<file path="src/rtl/rf_nrmw.sv">
// rf_nrmw: multi-port register file with write priority, optional
// write-to-read bypass, optional hardwired zero entry and a per-entry
// pending (scoreboard) bit for read-after-write hazard detection.
module rf_nrmw #(
  parameter int DATA_W   = 32,
  parameter int ADDR_W   = 5,
  parameter int N_RD     = 2,
  parameter int N_WR     = 1,
  parameter int ZERO_REG = 1,
  parameter int BYPASS   = 0
) (
  input  logic                     clk,
  input  logic                     rst,
  input  logic [N_RD*ADDR_W-1:0]   i_rd_addr,
  output logic [N_RD*DATA_W-1:0]   o_rd_data,
  output logic [N_RD-1:0]          o_rd_pend,
  input  logic [N_WR*ADDR_W-1:0]   i_wr_addr,
  input  logic [N_WR*DATA_W-1:0]   i_wr_data,
  input  logic [N_WR-1:0]          i_wr_en,
  input  logic [ADDR_W-1:0]        i_rsv_addr,
  input  logic                     i_rsv_en
);

  localparam int DEPTH = 2**ADDR_W;

  logic [DATA_W-1:0] mem_q [DEPTH];
  logic [DATA_W-1:0] mem_d [DEPTH];
  logic [DEPTH-1:0]  pend_q;
  logic [DEPTH-1:0]  pend_d;

  logic [ADDR_W-1:0] rd_addr [N_RD];
  logic [ADDR_W-1:0] wr_addr [N_WR];
  logic [DATA_W-1:0] wr_data [N_WR];

  for (genvar k = 0; k < N_RD; k++) begin : g_rd_unpack
    assign rd_addr[k] = i_rd_addr[k*ADDR_W +: ADDR_W];
  end

  for (genvar j = 0; j < N_WR; j++) begin : g_wr_unpack
    assign wr_addr[j] = i_wr_addr[j*ADDR_W +: ADDR_W];
    assign wr_data[j] = i_wr_data[j*DATA_W +: DATA_W];
  end

  // Next state: writes in ascending port order so the highest index wins;
  // the reserve is applied last so it beats a same-cycle write on pend.
  always_comb begin
    for (int i = 0; i < DEPTH; i++) mem_d[i] = mem_q[i];
    pend_d = pend_q;
    for (int j = 0; j < N_WR; j++) begin
      if (i_wr_en[j]) begin
        mem_d[wr_addr[j]]  = wr_data[j];
        pend_d[wr_addr[j]] = 1'b0;
      end
    end
    if (i_rsv_en) pend_d[i_rsv_addr] = 1'b1;
    if (ZERO_REG != 0) begin
      mem_d[0]  = '0;
      pend_d[0] = 1'b0;
    end
  end

  // State registers; reset discards any same-cycle write or reserve.
  always_ff @(posedge clk) begin
    if (rst) begin
      for (int i = 0; i < DEPTH; i++) mem_q[i] <= '0;
      pend_q <= '0;
    end else begin
      for (int i = 0; i < DEPTH; i++) mem_q[i] <= mem_d[i];
      pend_q <= pend_d;
    end
  end

  // Combinational read ports with optional bypass; the zero entry overrides
  // everything, including a bypassed write to address 0.
  always_comb begin
    o_rd_data = '0;
    o_rd_pend = '0;
    for (int k = 0; k < N_RD; k++) begin
      o_rd_data[k*DATA_W +: DATA_W] = mem_q[rd_addr[k]];
      o_rd_pend[k]                  = pend_q[rd_addr[k]];
      if (BYPASS != 0) begin
        for (int j = 0; j < N_WR; j++) begin
          if (i_wr_en[j] && (wr_addr[j] == rd_addr[k])) begin
            o_rd_data[k*DATA_W +: DATA_W] = wr_data[j];
            o_rd_pend[k]                  = 1'b0;
          end
        end
      end
      if ((ZERO_REG != 0) && (rd_addr[k] == '0)) begin
        o_rd_data[k*DATA_W +: DATA_W] = '0;
        o_rd_pend[k]                  = 1'b0;
      end
    end
  end

endmodule

</file>
<file path="config.mk">
export PLATFORM = sky130hd
export DESIGN_NAME = rf_nrmw
export DESIGN_NICKNAME = d
export VERILOG_FILES = /design/src/rtl/rf_nrmw.sv
export SDC_FILE = /design/constraint.sdc
export NUM_CORES = 2
export LEC_CHECK = 0
export BUFFER_PORTS_ARGS = -buffer_cell sky130_fd_sc_hd__buf_2
export CORE_UTILIZATION = 45
export CTS_CLUSTER_DIAMETER = 200
export DETAILED_ROUTE_END_ITERATION = 6
export PLACE_DENSITY_LB_ADDON = 0.05
export SYNTH_ARGS = -nofsm -noshare
export SYNTH_HDL_FRONTEND = slang
export SYNTH_SLANG_ARGS = --single-unit
</file>
<file path="constraint.sdc">
create_clock -name clk -period 2.4 [get_ports clk]
set_input_delay 0.12 -clock clk [delete_from_list [all_inputs] [get_ports clk]]
set_output_delay 0.12 -clock clk [all_outputs]
set_load 0.005 [all_outputs]
</file>
==> flow_metrics.env <==
export IMPL_status="complete, but fails checks"
export IMPL_violations="design-rule violations, negative setup slack"
export IMPL_critical_path_max_stage_delay_ns=0.48
export IMPL_period_minus_slack_ns=2.43
export IMPL_synth_area_um2=51500
export IMPL_multi_input_area_um2=29500
export IMPL_place_area_um2=55600
export IMPL_period_share=1.01
export IMPL_grt_overflow=0
export IMPL_required_ns=2.28
export IMPL_seq_area_frac_synth=0.397
export IMPL_final_setup_tns_ns=-0.0664
export IMPL_start_util=0.456
export IMPL_worst_path_max_delay_cell="mux4_2"
export IMPL_grt_max_degree=135
export IMPL_coreArea_um2=113000
export IMPL_crit_chain="mux4_2 -> mux2_4 -> o22ai_4 -> nor3_4 -> buf_2"
export IMPL_final_setup_viol_count=4
export IMPL_synth_flop_cell="dfxtp_1"
export IMPL_finalHoldViolCount=0
export IMPL_antenna_found_initial=14
export IMPL_syn_to_final_growth_pct=17.9
export IMPL_p_per_area_nw_per_um2=656
export IMPL_post_cts_buffers=0
export IMPL_vias_per_cell=6.44
export IMPL_max_cap_violations=0
export IMPL_port_buffers=121
export IMPL_cts_buffers=115
export IMPL_fin_cells=7630
export IMPL_setup_ws_ns=-0.0250
export IMPL_p_leak_nw=20.6
export IMPL_grt_pass1_wl_mm=331
export IMPL_rows=123
export IMPL_drt_first_pass_iters=7
export IMPL_hold_ws_ns=0.152
export IMPL_synth_edf_count=0
export IMPL_synth_area_per_cell_um2=8.53
export IMPL_grt_setup_unrepaired="true"
export IMPL_wl_per_cell_um=30.5
export IMPL_vias=49126
export IMPL_final_cell_mix="1999 x nand2_1, 1004 x a21oi_1, 972 x dfxtp_1"
export IMPL_tightestPinTransition_ns=0.827
export IMPL_clk_latency_ns=0.71
export IMPL_area_sequential_um2=20500
export IMPL_clock_sinks=1023
export IMPL_layout_commonest_cell="nand2_1"
export IMPL_htreeDepth=3
export IMPL_worstSetupStartpointType="flop"
export IMPL_min_path_type="primary input to flop"
export IMPL_final_area_um2=60800
export IMPL_place_inst=7382
export IMPL_syn_inst=6043
export IMPL_drt_iter0_markers=7403
export IMPL_drv_slew=0
export IMPL_drc=4
export IMPL_peakVddDrop_mv=0.610
export IMPL_fp_dieW_um=340
export IMPL_globalRouteTotalUtil=0.392
export IMPL_nets=6089
export IMPL_path_class="flop to output pin"
export IMPL_slew_headroom=0.449
export IMPL_syn_nets=6099
export IMPL_drive_gt1_frac=0.211
export IMPL_cts_buffer_depth=3
export IMPL_arrival_ns=2.31
export IMPL_dieHeight_um=340
export IMPL_fillCellCount=10285
export IMPL_cts_tree="done"
export IMPL_ys_warn_count=0
export IMPL_ys_async_sr_fraction=0
export IMPL_finalClockSkew_ns=0
export IMPL_hpwlAfterDp_mm=142
export IMPL_pin_count=122
export IMPL_drt_wl_total_mm=233
export IMPL_root_buffer="clkbuf_16"
export IMPL_gp_congestion=0.908
export IMPL_synth_distinct_cells=36
export IMPL_power_w=0.0399
export IMPL_fmaxAchievable_mhz=412
export IMPL_crit_fanout=3
export IMPL_dieArea_um2=116000
export IMPL_grt_pass1_vias=45138
export IMPL_clk_pin_slew_ns=0.06
export IMPL_ant_nets=0
export IMPL_end_kind="output pin"
export IMPL_ys_ff_latch=1023
## routing by layer
metal	GRT usage	up-vias	wire [um]
li1	-	21138	-
met1	0.558	24036	94000
met2	0.555	3301	96700
met3	0.117	633	32100
met4	0.151	18	10200
met5	0	-	121
## worst max-delay path, delay by kind of cell, from the launching register on
| family | cells | cell delay (ns) |
|---|---|---|
| multiplexers | 2 | 0.78 |
| flip-flops | 1 | 0.33 |
| AO/OA/AOI/OAI | 1 | 0.24 |
| buffers and inverters | 1 | 0.15 |
| AND/OR/NAND/NOR | 1 | 0.07 |
## cells by family (layout without fill, tap and decap cells)
| logic type | count (synthesis) | after routing | synth area share |
|---|---|---|---|
| and+or+nand+nor | 2361 | 2361 | 0.181 |
| other | 0 | 3 | 0 |
| DFF | 1023 | 1023 | 0.397 |
| buffers and inverters | 610 | 694 | 0.0534 |
| AOI/OAI and AO/OA | 1332 | 1332 | 0.144 |
| muxes | 717 | 717 | 0.224 |
## Yosys cell counts, types with 5 or more instances
master,number,area share
nand4_1,27,0.0033
a221oi_1,33,0.0056
nor3_1,41,0.0040
nand2_1,2031,0.15
nand3_1,48,0.0047
nor2b_1,5,0.00061
and3_1,5,0.00061
buf_1,11,0.00080
nand3b_1,6,0.00087
mux4_2,339,0.15
nand4b_1,6,0.0010
o22ai_1,99,0.012
mux2_2,99,0.022
dfxtp_1,1023,0.40
buf_4,30,0.0044
a2111oi_0,33,0.0056
and3b_1,8,0.0014
buf_6,16,0.0035
nor3b_1,8,0.0012
nand2b_1,5,0.00061
a21oi_1,1004,0.097
buf_2,184,0.018
nor2_1,131,0.0095
or3_1,27,0.0033
a22oi_1,163,0.024
mux2i_1,279,0.054
clkbuf_1,368,0.027
## report_power, final
part	total, W	leakage, nW	internal, W	switching [W]
Sequential	0.0172	8.27	0.0171	0.000105
Clock	0.0187	1.94	0.0110	0.00772
Combinational	0.00394	10.3	0.00135	0.00260
Total	0.0399	20.6	0.0294	0.0104
## final timing paths
kind	from	to	slack [ns]	depth (start not counted)
min	i_wr_addr[4]	pend_q[1]	0.15	5
min reg2reg	mem_q[7][16]	mem_q[7][16]	0.46	2
max	mem_q[28][7]	o_rd_data[7]	-0.03	5
max reg2reg	pend_q[28]	pend_q[28]	1.16	3
## flip-flops by register name, indices dropped and copies added (netlist names)
name	flops
pend_q	31
mem_q	992
## metrics by stage
| step | setup WS, ns | util |
|---|---|---|
| CTS | -0.0644 | 0.533 |
| finish | -0.0250 | 0.538 |
| detailed placement | -0.0261 | 0.492 |
| floorplan | 0.695 | - |
| global route | -0.123 | 0.538 |
| global placement | -0.0479 | 0.492 |
## repair_timing
| action | CTS | global route |
|---|---|---|
| hold buffers | 43 | 0 |
| resized for setup | 93 | 131 |
| endpoints found under the hold margin | 1008 | 0 |
| setup endpoints to repair | 35 | 41 |
| pin swaps | 5 | 12 |
## area by class of cell
type / count / share of cell area
Multi-Input combinational cell: 4410 / 0.485
Sequential cell: 1023 / 0.338
Timing Repair Buffer: 482 / 0.0807
Clock buffer: 165 / 0.0548
Tap cell: 1500 / 0.0309
Clock inverter: 46 / 0.00999
Antenna cell: 3 / 0.000124
Inverter: 1 / 0.0000618
Power figures use the tool's default switching activity.
